===== src/rtl/encdec_pkg.sv =====
// Shared constants and state encoding for the 16-to-4 serial priority encoder.
package encdec_pkg;
  localparam int N_REQ = 16;
  localparam int IDX_W = 4;

  typedef enum logic {IDLE, BUSY} enc_state_t;
endpackage


===== src/rtl/encoder16to4_serial_encoder4to2.sv =====
// Combinational 4-to-2 priority encoder: index of the lowest set bit plus an any flag.
module encoder4to2 (
  input  logic [3:0] a,
  output logic [1:0] idx,
  output logic       any
);
  always_comb begin
    idx = 2'd0;
    any = |a;
    if (a[0])      idx = 2'd0;
    else if (a[1]) idx = 2'd1;
    else if (a[2]) idx = 2'd2;
    else if (a[3]) idx = 2'd3;
  end
endmodule


===== src/rtl/encoder16to4_serial.sv =====
// Sequential 16-to-4 priority encoder: accepts a multi-hot vector, then streams
// the index of every set bit, lowest first, one per output handshake.
module encoder16to4_serial
  import encdec_pkg::*;
(
  input  logic             clk,
  input  logic             rst,
  input  logic             in_valid,
  output logic             in_ready,
  input  logic [N_REQ-1:0] req,
  output logic             out_valid,
  input  logic             out_ready,
  output logic [IDX_W-1:0] idx,
  output logic             last,
  output logic             none
);
  enc_state_t       r_state;
  enc_state_t       w_state_next;
  logic [N_REQ-1:0] r_pending;
  logic [N_REQ-1:0] w_pending_next;
  logic             r_none;
  logic             w_none_next;

  logic [1:0]       w_nib_idx [4];
  logic [3:0]       w_nib_any;
  logic [1:0]       w_top_idx;
  logic             w_any_all;
  logic [N_REQ-1:0] w_pending_clr;
  logic [IDX_W-1:0] w_idx_raw;
  logic             w_last_raw;

  // Two-level tree: one encoder per nibble, then one over the nibble any flags.
  generate
    for (genvar gi = 0; gi < 4; gi++) begin : g_nib
      encoder4to2 u_nib (
        .a   (r_pending[gi*4 +: 4]),
        .idx (w_nib_idx[gi]),
        .any (w_nib_any[gi])
      );
    end
  endgenerate

  encoder4to2 u_top (
    .a   (w_nib_any),
    .idx (w_top_idx),
    .any (w_any_all)
  );

  assign w_idx_raw     = {w_top_idx, w_nib_idx[w_top_idx]};
  assign w_pending_clr = r_pending & (r_pending - 16'd1);
  assign w_last_raw    = w_any_all && (w_pending_clr == '0);

  assign out_valid = (r_state == BUSY);
  assign in_ready  = (r_state == IDLE) && !rst;
  assign idx       = out_valid ? w_idx_raw : '0;
  assign last      = out_valid && w_last_raw;
  assign none      = r_none;

  always_comb begin
    w_state_next   = r_state;
    w_pending_next = r_pending;
    w_none_next    = 1'b0;
    case (r_state)
      IDLE: begin
        if (in_valid) begin
          if (req != '0) begin
            w_pending_next = req;
            w_state_next   = BUSY;
          end else begin
            w_none_next = 1'b1;
          end
        end
      end
      BUSY: begin
        if (out_ready) begin
          // Clearing the lowest set bit is exactly clearing bit idx.
          w_pending_next = w_pending_clr;
          if (w_last_raw) w_state_next = IDLE;
        end
      end
      default: w_state_next = IDLE;
    endcase
  end

  always_ff @(posedge clk) begin
    if (rst) begin
      r_state   <= IDLE;
      r_pending <= '0;
      r_none    <= 1'b0;
    end else begin
      r_state   <= w_state_next;
      r_pending <= w_pending_next;
      r_none    <= w_none_next;
    end
  end
endmodule


===== config.mk =====
export PLATFORM = sky130hd
export DESIGN_NAME = encoder16to4_serial
export DESIGN_NICKNAME = d
export VERILOG_FILES = /design/src/rtl/encdec_pkg.sv /design/src/rtl/encoder16to4_serial_encoder4to2.sv /design/src/rtl/encoder16to4_serial.sv
export SDC_FILE = /design/constraint.sdc
export NUM_CORES = 1
export LEC_CHECK = 0
export BUFFER_PORTS_ARGS = -buffer_cell sky130_fd_sc_hd__buf_2
export CORE_ASPECT_RATIO = 0.8
export CORE_MARGIN = 4
export CORE_UTILIZATION = 42
export DETAILED_ROUTE_END_ITERATION = 8
export GPL_ROUTABILITY_DRIVEN = 1
export PLACE_DENSITY = 0.62
export SETUP_SLACK_MARGIN = 0.4
export SYNTH_ARGS = -nofsm -noshare
export SYNTH_HDL_FRONTEND = slang
export SYNTH_SLANG_ARGS = --single-unit

===== constraint.sdc =====
create_clock -name clk -period 2.9 [get_ports clk]
set_input_delay 0.435 -clock clk [delete_from_list [all_inputs] [get_ports clk]]
set_output_delay 0.435 -clock clk [all_outputs]
set_load 0.01 [all_outputs]

==> flow_metrics.env, run 1 <==
export IMPL_critPathSlowestCell="or4_1"
export IMPL_grt_pass1_wl_um=6313
export IMPL_cts_buffers_inserted=3
export IMPL_drt_total_wl_um=3852
export IMPL_routabilityCongestion=0.8592
export IMPL_area_growth_pct=20.93
export IMPL_drc_errors=0
export IMPL_row_count=18
export IMPL_path_class="flop to primary output"
export IMPL_layout_setup_ws_ps=383.4
export IMPL_initialDrtViolationCount=194
export IMPL_synth_cell_types=50
export IMPL_p_leak_nw=0.6247
export IMPL_syn_area_mm2=0.001339
export IMPL_r2r_slack_ps=970
export IMPL_cp_start_kind="flop"
export IMPL_maxCapViolations=0
export IMPL_r2r_start="out_valid"
export IMPL_grt_pass1_vias=1325
export IMPL_clk_path_buf_depth=2
export IMPL_synth_seq_cells=18
export IMPL_die_h_um=58.50
export IMPL_yosysSeqAreaShare_pct=26.92
export IMPL_fin_tns_setup_ps=0
export IMPL_fin_area_mm2=0.001619
export IMPL_final_cell_mix="buf_2 (27), a21oi_1 (26), nor2_1 (18), nand2_1 (18), dfxtp_1 (12)"
export IMPL_grt_max_degree=20
export IMPL_fin_util_pct=52.86
export IMPL_netlist_area_leader_share_pct=26.92
export IMPL_worst_r2r_endpoint="r_pending[15]"
export IMPL_grt_overflow_total=0
export IMPL_slew_headroom_pct=56.78
export IMPL_pre_cts_slack_ps=446.2
export IMPL_antenna_found_initial=0
export IMPL_status="finished, final reports clean"
export IMPL_dpl_cell_area_mm2=0.001475
export IMPL_dp_hpwl_um=2784
export IMPL_yosys_top_cells_area="dfxtp_1 (27%), a21oi_1 (9.7%), nand2_1 (5.0%)"
export IMPL_routed_via_density=5.902
export IMPL_ys_flop_type="dfxtp_1"
export IMPL_cts_tree="built"
export IMPL_fin_skew_ps=2.265
export IMPL_cp_data_required_time_ps=2470
export IMPL_rsz0062_at_grt="yes"
export IMPL_p_total_mw=0.8027
export IMPL_first_pass_iters=4
export IMPL_r2r_cells=6
export IMPL_cp_max_fo=9
export IMPL_arrival_ps=2080
export IMPL_synth_area_per_cell_um2=7.479
export IMPL_min_period_over_period_pct=86.78
export IMPL_drt_antenna_violating_nets=0
export IMPL_grt_usage_pct=18.73
export IMPL_synth_cells=179
export IMPL_synth_edf_count=0
export IMPL_placed_cells=236
export IMPL_portBuffers=27
export IMPL_cpPeakStageDelay_ps=550
export IMPL_io_pins=28
export IMPL_hold_path_class="primary input to flop"
export IMPL_path_clk_slew_ps=70
export IMPL_h_tree_depth=1
export IMPL_clk_latency_ps=250
export IMPL_finalNetCount=227
export IMPL_max_freq_ghz=0.3974
export IMPL_finalMaxSlewViolations=0
export IMPL_cp_end_kind="primary output"
export IMPL_min_period_ps=2517
export IMPL_syn_num_nets=199
export IMPL_initial_utilization_pct=43.71
export IMPL_coreArea_mm2=0.003063
export IMPL_multiInputGateArea_um2=903.4
export IMPL_hold_path_end="r_pending[1]"
export IMPL_vias=1452
export IMPL_postCtsHoldBufs=0
export IMPL_critical_path_cell_chain="or4_1 > o21a_1 > o22ai_2 > o311ai_2 > nor4b_2 > buf_2"
export IMPL_fp_dieArea_mm2=0.004161
export IMPL_drive_gt1_share_pct=29.13
export IMPL_clock_root_buffer="clkbuf_8"
export IMPL_yosysTopAreaCell="dfxtp_1"
export IMPL_wire_per_inst_um=15.66
export IMPL_num_antenna_cells=0
export IMPL_hold_slack_ps=428.8
export IMPL_cts_sinks=18
export IMPL_seq_area_um2=370.4
export IMPL_finalSetupViolations=0
export IMPL_mostFrequentLayoutCell="buf_2"
export IMPL_yosysWarnings=0
export IMPL_hold_viol_final=0
export IMPL_synthArstFlopShare_pct=0
export IMPL_die_w_um=71.12
export IMPL_min_path_cells=3
export IMPL_peakVddDrop_uv=376.9
export IMPL_nFillCells=324
export IMPL_finalNonFillerCells=246
export IMPL_p_per_area_mw_per_mm2=495.8
export IMPL_worst_slew_pin_slew_ps=648.3
export IMPL_hp_start="req[1]"
-- cells by family after synthesis --
family | synth area share (%)
multiplexers | 0.8411
flip-flops | 26.92
AND/OR/NAND/NOR | 32.15
adder cells (fa/ha/maj) | 0.7477
buffers and inverters | 7.570
AO/OA/AOI/OAI | 31.78
-- layout make-up --
type                       instances  share of cell area [%]
clock buffer                       4                   3.400
inverter                           6                   1.391
multi-input combinational        141                   55.80
sequential                        18                   22.87
tap                               40                   3.091
timing repair buffer              37                   13.45
-- routing by layer --
metal / GRT usage (%) / wire length (um) / up-vias / share of wire (%)
met5: 0 / 0 / - / 0
met4: 5.094 / 14 / 0 / 0.36
met3: 2.389 / 234 / 2 / 6.1
met2: 27.21 / 1635 / 55 / 42
met1: 28.84 / 1967 / 673 / 51
li1: - / - / 722 / -
-- power by group --
group          leakage [nW]  switching (mW)  internal [mW]
Clock                0.0288          0.0807          0.120
Sequential            0.150          0.0416          0.264
Combinational         0.446           0.158          0.138
Total                 0.625           0.280          0.522
-- worst max-delay path by stage --
stage,end,startpoint,cells past startpoint,slack (ps)
final,last,r_pending[0],6,380
after global routing,last,r_pending[0],6,320
after CTS,last,r_pending[0],6,370
after detailed placement,last,r_pending[4],5,450
after global placement,last,r_pending[4],6,470
after floorplan,last,r_pending[4],6,680
-- registers in the layout, indices dropped and copies added (netlist names) --
signal,count
none,1
r_pending,16
out_valid,1
-- synth_stat cells, drive strengths merged (2+ instances only) --
cell and number:
a21oi 27, a31oi 3, a32oi 2, and2 4
buf 7, clkbuf 7, dfxtp 18, inv 6
nand2 18, nand2b 2, nand3 3, nand4 3
nor2 18, nor3 6, nor3b 2, nor4 8
o21a 4, o21ai 16, or4 2
-- critical path: cells and delay by family, from the launching register on --
kind | cells | cell delay (ps)
AOI/OAI and AO/OA | 3 | 490
buffers and inverters | 1 | 160
DFF | 1 | 380
and+or+nand+nor | 2 | 800
-- timing repair --
action | CTS | global route
gates resized for setup | 6 | 7
setup buffers | 2 | 4
setup endpoints to repair | 3 | 3
hold endpoints to repair | 0 | 0
pin swaps | 1 | 3
No activity file was read; power rests on OpenSTA's default activity.
==> inputs of run 2 (changes only) <==
--- a/config.mk
+++ b/config.mk
@@ -5,6 +5,7 @@
 export SDC_FILE = /design/constraint.sdc
 export NUM_CORES = 1
 export LEC_CHECK = 0
+export ABC_AREA = 1
 export BUFFER_PORTS_ARGS = -buffer_cell sky130_fd_sc_hd__buf_2
 export CORE_ASPECT_RATIO = 0.8
 export CORE_MARGIN = 4
==> flow_metrics.env, run 2 <==
export IMPL_arrival_ps=1750
export IMPL_r2r_slack_ps=1170
export IMPL_peakVddDrop_uv=225.2
export IMPL_path_class="flop to primary output"
export IMPL_clock_root_buffer="clkbuf_8"
export IMPL_rsz0062_at_grt="no"
export IMPL_area_growth_pct=16.10
export IMPL_cp_max_fo=5
export IMPL_clk_latency_ps=260
export IMPL_cp_start_kind="flop"
export IMPL_hold_path_class="primary input to flop"
export IMPL_row_count=18
export IMPL_top_register="r_pending"
export IMPL_finalMaxSlewViolations=0
export IMPL_antenna_found_initial=0
export IMPL_synth_area_per_cell_um2=5.628
export IMPL_synth_cells=243
export IMPL_vias=1519
export IMPL_hold_slack_ps=381.6
export IMPL_cts_tree="built"
export IMPL_min_period_over_period_pct=75.49
export IMPL_finalSetupViolations=0
export IMPL_mostFrequentLayoutCell="nor2_1"
export IMPL_routed_via_density=4.932
export IMPL_h_tree_depth=1
export IMPL_max_freq_ghz=0.4568
export IMPL_num_antenna_cells=0
export IMPL_die_h_um=59.04
export IMPL_p_leak_nw=0.8151
export IMPL_path_clk_slew_ps=80
export IMPL_nFillCells=342
export IMPL_dp_hpwl_um=2825
export IMPL_drc_errors=0
export IMPL_routabilityCongestion=0.8842
export IMPL_grt_pass1_vias=1446
export IMPL_clk_path_buf_depth=2
export IMPL_grt_usage_pct=18.99
export IMPL_yosysSeqAreaShare_pct=26.35
export IMPL_postCtsSetupRepairBufs=0
export IMPL_cts_buffers_inserted=3
export IMPL_fin_skew_ps=3.616
export IMPL_syn_area_mm2=0.001368
export IMPL_finalNetCount=289
export IMPL_drive_gt1_share_pct=20.52
export IMPL_worst_slew_pin_slew_ps=400.2
export IMPL_synth_top_cells_by_count="nor2_1 (60), nand2_1 (58), o21ai_0 (32), dfxtp_1 (18), inv_1 (18)"
export IMPL_yosysTopAreaCell="dfxtp_1"
export IMPL_netlist_area_leader_share_pct=26.35
export IMPL_initialDrtViolationCount=129
export IMPL_drt_antenna_violating_nets=0
export IMPL_postCtsHoldBufs=0
export IMPL_hold_viol_final=0
export IMPL_fin_area_mm2=0.001588
export IMPL_grt_pass1_wl_um=6403
export IMPL_synthArstFlopShare_pct=0
export IMPL_slew_headroom_pct=73.29
export IMPL_final_cell_mix="nor2_1 (60), nand2_1 (58), o21ai_0 (32)"
export IMPL_cp_end_kind="primary output"
export IMPL_synth_cell_types=22
export IMPL_io_pins=28
export IMPL_synth_seq_cells=18
export IMPL_first_pass_iters=4
export IMPL_placed_cells=304
export IMPL_drt_total_wl_um=3647
export IMPL_wire_per_inst_um=11.84
export IMPL_yosysWarnings=0
export IMPL_p_per_area_mw_per_mm2=525.1
export IMPL_min_period_ps=2189
export IMPL_fin_tns_setup_ps=0
export IMPL_grt_overflow_total=0
export IMPL_yosys_top_cells_area="dfxtp_1 (26%), nor2_1 (16%), nand2_1 (16%)"
export IMPL_grt_max_degree=24
export IMPL_cts_sinks=18
export IMPL_coreArea_mm2=0.003108
export IMPL_die_w_um=71.80
export IMPL_largest_reg_flops=16
export IMPL_cp_data_required_time_ps=2470
export IMPL_dpl_cell_area_mm2=0.001533
export IMPL_syn_num_nets=263
export IMPL_portBuffers=27
export IMPL_ys_flop_type="dfxtp_1"
export IMPL_post_cts_resized=0
export IMPL_synth_most_common_cell="nor2_1"
export IMPL_initial_utilization_pct=44.00
export IMPL_synth_edf_count=0
export IMPL_fp_dieArea_mm2=0.004239
export IMPL_finalNonFillerCells=308
export IMPL_status="finished, final reports clean"
export IMPL_maxCapViolations=0
[run 2: cell types whose count changed after synthesis, sizes merged, moves of 3 or more]
cell,previous run,this run
nor2,18,68
nand2,18,65
o21ai,16,36
inv,6,22
a21oi,27,12
nor4,8,0
nand3,3,10
nor3,6,1
and2,4,0
o21a,4,0
a31oi,3,0
buf,7,4
clkbuf,7,4
[run 2: path summary, 6_finish.rpt]
kind / cells past startpoint / end / startpoint
max: 10 / last / r_pending[0]
min: 2 / r_pending[0] / rst
max reg2reg: 6 / r_pending[7] / out_valid
min reg2reg: 2 / r_pending[0] / r_pending[0]
[run 2: layout make-up]
class / count / area, um^2 / area share, %
Sequential cell: 18 / 360.3 / 22.70
Tap cell: 40 / 50.05 / 3.152
Inverter: 22 / 82.58 / 5.201
Timing Repair Buffer: 29 / 150.1 / 9.456
Clock buffer: 4 / 55.05 / 3.467
Multi-Input combinational cell: 195 / 889.6 / 56.03
[run 2: cell families (layout without fill, tap and decap cells)]
family	Yosys count	count (layout)	synth area share, %
simple gates	147	147	47.21
flops	18	18	26.35
buf+inv	30	55	8.599
compound gates	48	48	17.84
[run 2: critical path, cell delays in order (launching register included)]
cell	delay, ps
dfxtp_1	370
nor2_4	200
nand2_2	80
nor2_2	180
nand2_1	100
nand2_1	60
nand2_1	50
nor2_1	130
nand3_1	110
nor2_1	80
buf_2	130
[run 2: through the flow]
stage                     setup slack (ps)  power, mW  util [%]
after floorplan                       1221     0.5425         -
after global placement               868.4     0.6258     49.32
after detailed placement             915.8     0.6215     49.32
after CTS                            714.6     0.8347     51.09
after global routing                 527.7     0.8999     51.09
final                                710.9     0.8338     51.09
[run 2: metal layers]
metal	wire [um]	vias to the layer above	GRT usage [%]
met1	1918	656	27.71
met5	0	-	0
met2	1470	42	28.01
met4	19	0	5.362
li1	-	819	-
met3	239	2	4.237
[run 2: report_power, final]
part | internal [mW] | leakage, nW | total (mW) | switching [mW]
Sequential | 0.271 | 0.149 | 0.306 | 0.0342
Clock | 0.121 | 0.0288 | 0.214 | 0.0930
Combinational | 0.112 | 0.637 | 0.314 | 0.203
